`src/rtl/puf_eval_sequencer.sv`:
```
// Purpose: sequences one XOR-PUF evaluation per accepted challenge (settle, arm, fire, evaluate, respond).
// Latency: resp_valid rises NET_CYC+ARM_CYC+1+EVAL_CYC edges after accept (NET_CYC+NREP*(ARM_CYC+1+EVAL_CYC) with voting).
// Backpressure: response held in DONE until resp_ready; chal_ready only in IDLE, so no accept on the handshake cycle.
// Optional feature macro: PUF_MAJORITY_VOTE_EN (repeat ARM/FIRE/EVAL NREP times, majority-vote the XOR bit).
`timescale 1ns/1ps
module puf_eval_sequencer #(
   parameter int CW       = 64,
   parameter int NPUF     = 4,
   parameter int NET_CYC  = 2,
   parameter int ARM_CYC  = 4,
   parameter int EVAL_CYC = 8,
   parameter int NREP     = 5
) (
   input  logic            clk,
   input  logic            rst_n,
   input  logic            chal_valid,
   output logic            chal_ready,
   input  logic [CW-1:0]   chal_in,
   output logic [CW-1:0]   net_x,
   input  logic [CW-1:0]   net_y,
   output logic [CW-1:0]   puf_chal,
   output logic            puf_trig,
   input  logic [NPUF-1:0] puf_resp,
   output logic            resp_valid,
   input  logic            resp_ready,
   output logic            resp_bit,
   output logic [NPUF-1:0] resp_raw,
   output logic            busy
);

   localparam int MAXC = (NET_CYC > ARM_CYC) ?
                         ((NET_CYC > EVAL_CYC) ? NET_CYC : EVAL_CYC) :
                         ((ARM_CYC > EVAL_CYC) ? ARM_CYC : EVAL_CYC);
   localparam int CNTW = $clog2(MAXC + 1);

   // Reject configurations the sequencing cannot honour.
   if (NET_CYC < 1 || ARM_CYC < 1 || EVAL_CYC < 1 || NREP < 1 || (NREP % 2) == 0) begin : g_bad_cfg
      $error("puf_eval_sequencer: cycle parameters must be >= 1 and NREP odd");
   end

   typedef enum logic [2:0] {
      IDLE   = 3'd0,
      SETTLE = 3'd1,
      ARM    = 3'd2,
      FIRE   = 3'd3,
      EVAL   = 3'd4,
      DONE   = 3'd5
   } state_t;

   state_t             state_q, state_d;
   logic [CNTW-1:0]    cnt_q, cnt_d;
   logic [CW-1:0]      net_x_q, net_x_d;
   logic [CW-1:0]      puf_chal_q, puf_chal_d;
   logic               puf_trig_q, puf_trig_d;
   logic               resp_valid_q, resp_valid_d;
   logic               resp_bit_q, resp_bit_d;
   logic [NPUF-1:0]    resp_raw_q, resp_raw_d;

`ifdef PUF_MAJORITY_VOTE_EN
   localparam int REPW = $clog2(NREP + 1);
   logic [REPW-1:0]    rep_q, rep_d;
   logic [REPW-1:0]    ones_q, ones_d;
   logic [REPW-1:0]    ones_sum;
`endif

   // Next-state, counter and output-register updates for the evaluation sequence.
   always_comb begin
      state_d      = state_q;
      cnt_d        = cnt_q;
      net_x_d      = net_x_q;
      puf_chal_d   = puf_chal_q;
      resp_bit_d   = resp_bit_q;
      resp_raw_d   = resp_raw_q;
`ifdef PUF_MAJORITY_VOTE_EN
      rep_d        = rep_q;
      ones_d       = ones_q;
      ones_sum     = ones_q + REPW'(^puf_resp);
`endif
      case (state_q)
         IDLE: begin
            if (chal_valid) begin
               net_x_d = chal_in;
               cnt_d   = '0;
               state_d = SETTLE;
`ifdef PUF_MAJORITY_VOTE_EN
               rep_d   = '0;
               ones_d  = '0;
`endif
            end
         end
         SETTLE: begin
            if (cnt_q == CNTW'(NET_CYC - 1)) begin
               puf_chal_d = net_y;
               cnt_d      = '0;
               state_d    = ARM;
            end else begin
               cnt_d = cnt_q + CNTW'(1);
            end
         end
         ARM: begin
            if (cnt_q == CNTW'(ARM_CYC - 1)) begin
               cnt_d   = '0;
               state_d = FIRE;
            end else begin
               cnt_d = cnt_q + CNTW'(1);
            end
         end
         FIRE: begin
            cnt_d   = '0;
            state_d = EVAL;
         end
         EVAL: begin
            if (cnt_q == CNTW'(EVAL_CYC - 1)) begin
               cnt_d = '0;
`ifdef PUF_MAJORITY_VOTE_EN
               if (rep_q == REPW'(NREP - 1)) begin
                  resp_raw_d = puf_resp;
                  resp_bit_d = (ones_sum > REPW'(NREP / 2));
                  state_d    = DONE;
               end else begin
                  // Challenge stays on the chains; re-arm for the next repeat.
                  rep_d   = rep_q + REPW'(1);
                  ones_d  = ones_sum;
                  state_d = ARM;
               end
`else
               resp_raw_d = puf_resp;
               resp_bit_d = ^puf_resp;
               state_d    = DONE;
`endif
            end else begin
               cnt_d = cnt_q + CNTW'(1);
            end
         end
         DONE: begin
            if (resp_ready) begin
               state_d = IDLE;
            end
         end
         default: begin
            state_d = IDLE;
            cnt_d   = '0;
         end
      endcase
      // Trigger and valid are registered decodes of the state being entered.
      puf_trig_d   = (state_d == FIRE);
      resp_valid_d = (state_d == DONE);
   end

   // State and datapath registers with synchronous active-low reset.
   always_ff @(posedge clk) begin
      if (!rst_n) begin
         state_q      <= IDLE;
         cnt_q        <= '0;
         net_x_q      <= '0;
         puf_chal_q   <= '0;
         puf_trig_q   <= 1'b0;
         resp_valid_q <= 1'b0;
         resp_bit_q   <= 1'b0;
         resp_raw_q   <= '0;
`ifdef PUF_MAJORITY_VOTE_EN
         rep_q        <= '0;
         ones_q       <= '0;
`endif
      end else begin
         state_q      <= state_d;
         cnt_q        <= cnt_d;
         net_x_q      <= net_x_d;
         puf_chal_q   <= puf_chal_d;
         puf_trig_q   <= puf_trig_d;
         resp_valid_q <= resp_valid_d;
         resp_bit_q   <= resp_bit_d;
         resp_raw_q   <= resp_raw_d;
`ifdef PUF_MAJORITY_VOTE_EN
         rep_q        <= rep_d;
         ones_q       <= ones_d;
`endif
      end
   end

   // Ready is masked during reset so nothing is offered while the block is being cleared.
   assign chal_ready = (state_q == IDLE) && rst_n;
   assign busy       = (state_q != IDLE);
   assign net_x      = net_x_q;
   assign puf_chal   = puf_chal_q;
   assign puf_trig   = puf_trig_q;
   assign resp_valid = resp_valid_q;
   assign resp_bit   = resp_bit_q;
   assign resp_raw   = resp_raw_q;

endmodule
```
`config.mk`:
```
export PLATFORM = sky130hd
export DESIGN_NAME = puf_eval_sequencer
export DESIGN_NICKNAME = d
export VERILOG_FILES = /design/src/rtl/puf_eval_sequencer.sv
export SDC_FILE = /design/constraint.sdc
export NUM_CORES = 1
export LEC_CHECK = 0
export ABC_CLOCK_PERIOD_IN_PS = 2100
export CELL_PAD_IN_SITES_DETAIL_PLACEMENT = 0
export CELL_PAD_IN_SITES_GLOBAL_PLACEMENT = 1
export CORE_MARGIN = 10
export CORE_UTILIZATION = 43
export DETAILED_ROUTE_END_ITERATION = 8
export DONT_BUFFER_PORTS = 1
export GPL_TIMING_DRIVEN = 1
export PLACE_DENSITY_LB_ADDON = 0.25
export SLEW_MARGIN = 5
export SYNTH_ARGS = -nofsm -noshare
export SYNTH_HDL_FRONTEND = slang
export SYNTH_SLANG_ARGS = --single-unit
```
`constraint.sdc`:
```
create_clock -name clk -period 2.1 [get_ports clk]
set_input_delay 0.21 -clock clk [delete_from_list [all_inputs] [get_ports clk]]
set_output_delay 0.21 -clock clk [all_outputs]
set_load 0.1 [all_outputs]
```
==> results.md, run 1 <==
* Result of the run: finished, final reports clean
* Hpwl dp at 11600 um
* Area contributors post-synth: dfxtp_1 55%, nand2_1 19%, a21oi_1 13%, buf_6 2.8%, clkbuf_1 1.4%
* Most common cell in the netlist: nand2_1
* Total grt overflow at 0
* Clk root buf: clkbuf_16
* Die width at 130 um
* Die Area at 16800 um^2
* Final setup violation count at 0
* Peak VDD IR at 0.000643 V
* HP Class: in2reg
* Final #Nets at 1029
* Top cell type's share of synthesized area at 54.9%
* Max Cap Viol at 0
* Post-route setup TNS at 0 ns
* Final wirelength at 18100 um
* Crit share post-route at 95.9%
* RR Startpoint: cnt_q[1]$_SDFFE_PN0P_
* CTS Buffer Depth at 2
* Crit path required time at 2.38 ns
* Fin. max-slew vios at 0
* Synth top cells by count: 258 x nand2_1, 142 x dfxtp_1, 131 x a21oi_1
* Mapped cell area at 5170 um^2
* Vias at 5243
* Post-layout minimum cycle time at 2.01 ns
* Hold_ws at 0.00869 ns
* Layout area overhead at 58.8%
* Num CTS Buffers at 17
* Clk pin slew, worst setup/hold paths at 0.05 ns
* Row cnt at 40
* Post-synthesis sequential area ratio at 54.9%
* Critical path startpoint category: flop
* Syn Area/Cell at 8.11 um^2
* Yosys warns at 0
* Mapped Cells at 638
* FFs w/ async S/R, synth at 0%
* Layout Utilization at 69.0%
* P_leak at 3.41 nW
* Share of cells above drive strength 1 at 20.7%
* Setup crit end kind: flop
* Slew headroom at 67.5%
* PortBufs at 0
* Primary FF master, synth: dfxtp_1
* RD Place Congestion at 0.834
* Worst Tran Pin Value at 0.487 ns
* PwrDens at 985 nW/um^2
* Worst EP arrival at 2.29 ns
* Initial antenna violation count at 0
* DP Worst Slack at 0.108 ns
* Iter 0 DRT Violations at 374
* First-pass GRT wire length at 27500 um
* CTS sink cnt at 142
* 1st-pass router iterations at 5
* Post-synthesis sequential element count at 142
* # DRC at 0
* Clock Latency Late Sink at 0.41 ns
* Total nets after synthesis at 776
* Pin count of the biggest net entering global routing at 72
* Initial Utilization at 43.4%
* Worst hold start: net_y[23]
* Routed Antenna Nets at 0
* Yosys top cell by area: dfxtp_1
* Setup CP Type: reg2reg
* Final Worst Setup Slack at 0.0855 ns
* Die span in y at 130 um
* CTS tree: done
* Number of placed I/O pins at 273
* Post-synth EDFFs at 0
* RSZ-0062 raised after global routing: no
* Number of global-route vias before repair at 5232
* Critical path origin: cnt_q[1]$_SDFFE_PN0P_
* Post-CTS Setup Bufs at 0
* Core area at 11900 um^2
* Drt via density at 4.98
* Worst-path fanout max at 64
* Total track usage at 20.6%
* Netlist cell types at 38
* Average wire per standard cell at 17.2 um
* Top achievable clock speed at 496 MHz
* Clock skew at 0.00532 ns
* H-tree depth at 4
* Final-report hold violation count at 0
[path summary, 6_finish.rpt]
check             depth (start not counted)  slack [ns]                   endpoint
setup / recovery                          7        0.09  puf_chal[45]$_SDFFE_PN0P_
hold / removal                            2       0.009  puf_chal[23]$_SDFFE_PN0P_
setup reg to reg                          7        0.09  puf_chal[45]$_SDFFE_PN0P_
hold reg to reg                           2        0.46  puf_chal[30]$_SDFFE_PN0P_
[worst max-delay path, cell delays in order, from the launching register on]
cell,delay (ns)
dfxtp_1,0.33
inv_1,0.06
ha_1,0.13
or3b_4,0.41
or3_2,0.49
buf_12,0.21
nand2_1,0.13
a21oi_1,0.09
[where the power goes]
group	internal, mW	leakage, nW	switching (mW)
clock	2.03	0.310	1.10
combinational	0.522	1.95	1.54
sequential	2.84	1.16	0.0606
total	5.39	3.41	2.70
[kinds of logic (layout without fill, tap and decap cells)]
kind of cell	Yosys count	in the layout	synth area share, %
compound gates	145	145	14.5
xor+xnor	4	4	0.677
fa+ha+maj	2	2	0.483
buf+inv	50	316	5.73
flops	142	142	54.9
mux	5	5	0.967
other cells	0	1	0
simple gates	290	290	22.7
[area by class of cell]
class	count	area (um^2)
fill	872	3700
sequential	142	2840
timing repair buffer	279	2490
multi-input combinational	446	2050
clock buffer	23	498
tap	147	184
clock inverter	9	130
inverter	5	21.3
antenna	1	2.50
[routing by layer]
metal	part of all wire, %	GRT usage [%]	vias up
met2	49	34.2	240
li1	-	-	2579
met4	2.5	9.72	0
met3	12	9.57	32
met1	37	21.9	2392
met5	0	0	-
[timing repair]
item	in CTS	in global routing
endpoints found under the setup margin	0	2
hold endpoints to repair	134	0
gates resized for setup	0	1
hold buffers	132	0
[cells in the final DEF, fill, tap and decap left out, types with 2 or more instances in the layout]
cell	count
mux2i_1	5
or3b_1	2
o22ai_1	3
clkbuf_16	17
bufinv_16	3
buf_4	142
xnor2_1	3
buf_12	5
ha_1	2
clkbuf_8	5
nor3_1	3
dlygate4sd3_1	132
nand2_1	257
nor3b_1	2
nor2_1	9
o21a_1	2
a211oi_1	3
a21oi_1	131
clkinv_2	3
inv_1	4
and3_1	3
dfxtp_1	141
[flip-flops by register name, indices dropped and copies added (netlist names)]
signal / flops
resp_bit: 1
net_x: 64
cnt_q: 4
puf_chal: 64
state_q: 3
resp_valid: 1
puf_trig: 1
resp_raw: 4
[stage by stage]
stage / cell area [um^2] / std cells / power [mW]
after global placement: 6260 / 887 / 4.78
final: 8220 / 1052 / 8.09
after global routing: 8210 / 1051 / 8.38
after CTS: 8210 / 1051 / 8.15
after detailed placement: 6260 / 887 / 4.81
after floorplan: 5180 / 638 / 4.45
(Power assumes the default switching activity.)
==> run 2: changes to the inputs <==
--- a/config.mk
+++ b/config.mk
@@ -13,7 +13,7 @@
 export DETAILED_ROUTE_END_ITERATION = 8
 export DONT_BUFFER_PORTS = 1
 export GPL_TIMING_DRIVEN = 1
-export PLACE_DENSITY_LB_ADDON = 0.25
+export PLACE_DENSITY = 0.87
 export SLEW_MARGIN = 5
 export SYNTH_ARGS = -nofsm -noshare
 export SYNTH_HDL_FRONTEND = slang
==> results.md, run 2 (synthesis results as in run 1) <==
* Layout filler cell count at 827
* Layout area overhead at 58.1%
* P_leak at 3.39 nW
* Crit path required time at 2.38 ns
* Number of global-route vias before repair at 5642
* Clock Latency Late Sink at 0.41 ns
* # DRC at 0
* Vias at 5404
* RSZ-0062 raised after global routing: no
* Die Area at 16800 um^2
* Commonest cells after routing, fill and taps aside: 257 x nand2_1, 141 x dfxtp_1, 140 x buf_4
* CTS Buffer Depth at 2
* Peak VDD IR at 0.000617 V
* Top achievable clock speed at 497 MHz
* Routed Antenna Nets at 0
* Post-Place Cells at 886
* Iter 0 DRT Violations at 300
* RD Place Congestion at 0.810
* Slew headroom at 62.9%
* Setup crit end kind: flop
* Total grt overflow at 0
* Final #Nets at 1029
* Area after DPL at 6270 um^2
* First-pass GRT wire length at 29200 um
* Final Cell Area at 8180 um^2
* Die span in y at 130 um
* Row cnt at 40
* CP bufs+invs at 2
* Number of placed I/O pins at 273
* Fin. max-slew vios at 0
* 1st-pass router iterations at 5
* Worst-path cell chain: inv_1 > ha_1 > or3b_4 > or3_2 > buf_12 > nand2_1 > a21oi_1
* Clk root buf: clkbuf_16
* Post-route setup TNS at 0 ns
* Total track usage at 21.8%
* Initial antenna violation count at 2
* Pin count of the biggest net entering global routing at 65
* Crit-path max cell delay at 0.50 ns
* Share of cells above drive strength 1 at 20.3%
* Num CTS Buffers at 17
* Hpwl dp at 11700 um
* Finished Layout Cells at 1054
* Critical path startpoint category: flop
* Crit share post-route at 95.8%
* Pwr Total at 7.85 mW
* Setup CP Type: reg2reg
* CTS tree: done
* H-tree depth at 4
* Drt via density at 5.13
* Clock skew at 0.00510 ns
* PwrDens at 960 nW/um^2
* Worst EP arrival at 2.29 ns
* Post-layout minimum cycle time at 2.01 ns
* Worst Tran Pin Value at 0.556 ns
* Final-report hold violation count at 0
* Final wirelength at 18800 um
* Final setup violation count at 0
* Result of the run: finished, final reports clean
* HP Class: in2reg
* Worst-path fanout max at 64
* Average wire per standard cell at 17.9 um
* Clk pin slew, worst setup/hold paths at 0.05 ns
* Initial Utilization at 43.4%
* Critical path's top delay family: simple AND/OR/NAND/NOR gates
* Slowest cell on crit path: or3_2
* Core area at 11900 um^2
* PortBufs at 0
* Post-CTS Setup Bufs at 0
* Most common cell after layout, fill and taps aside: nand2_1
* CTS sink cnt at 142
* Die width at 130 um
* Max Cap Viol at 0
[run 2: changes by cell type in the layout (fill, tap and decap cells not counted), sizes merged]
cell / previous run / this run
buf: 147 / 146
diode: 1 / 5
inv: 6 / 5
bufinv: 3 / 2
dlygate4sd3: 132 / 133
[run 2: per-stage QoR]
stage / hold WS (ns) / setup slack [ns] / util [%]
floorplan: 0.342 / 0.0239 / -
global placement: 0.348 / 0.168 / 52.6
detailed placement: 0.353 / 0.0992 / 52.6
CTS: 0.0226 / 0.0951 / 68.5
global route: 0.0444 / 0.0141 / 68.6
finish: 0.0469 / 0.0878 / 68.7
[run 2: cell type report]
cell class	instances	area [um^2]	area share (%)
multi-input combinational	446	2050	25.1
clock inverter	7	87.6	1.07
inverter	5	21.3	0.260
antenna	5	12.5	0.153
sequential	142	2840	34.8
timing repair buffer	279	2500	30.6
clock buffer	23	478	5.84
tap	147	184	2.25
[run 2: path summary, 6_finish.rpt]
check,startpoint,end,slack (ns),cells after the start
hold / removal,chal_valid,cnt_q[1]$_SDFFE_PN0P_,0.05,3
hold reg to reg,net_x[11]$_SDFFE_PN0P_,net_x[11]$_SDFFE_PN0P_,0.45,2
setup reg to reg,cnt_q[1]$_SDFFE_PN0P_,puf_chal[44]$_SDFFE_PN0P_,0.09,7
setup / recovery,cnt_q[1]$_SDFFE_PN0P_,puf_chal[44]$_SDFFE_PN0P_,0.09,7
[run 2: tightest hold or removal path, cell delays in order]
cell,delay [ns]
o21ai_1,0.07
nand2_1,0.07
a21oi_1,0.05
[run 2: metal layers]
layer | GRT usage, % | vias up | routed length [um]
met5 | 0 | - | 0
met4 | 11.4 | 0 | 595
met3 | 10.7 | 54 | 2500
met2 | 36.6 | 283 | 9170
met1 | 22.0 | 2486 | 6550
li1 | - | 2581 | -
[run 2: power breakdown]
group          switching (mW)  internal [mW]  leakage [nW]
clock                    1.05           1.82         0.279
sequential             0.0669           2.85          1.16
combinational            1.54          0.527          1.95
total                    2.66           5.19          3.39
[run 2: timing repair]
action,CTS,global route
gates resized for setup,0,2
setup endpoints to repair,0,4
hold endpoints to repair,135,0
hold buffers,133,0
==> run 3: changes to the inputs <==
--- a/config.mk
+++ b/config.mk
@@ -6,6 +6,7 @@
 export NUM_CORES = 1
 export LEC_CHECK = 0
 export ABC_CLOCK_PERIOD_IN_PS = 2100
+export CAP_MARGIN = 20
 export CELL_PAD_IN_SITES_DETAIL_PLACEMENT = 0
 export CELL_PAD_IN_SITES_GLOBAL_PLACEMENT = 1
 export CORE_MARGIN = 10
==> results of run 3 <==
Final layout, timing and power as in run 2 (identical DEF).
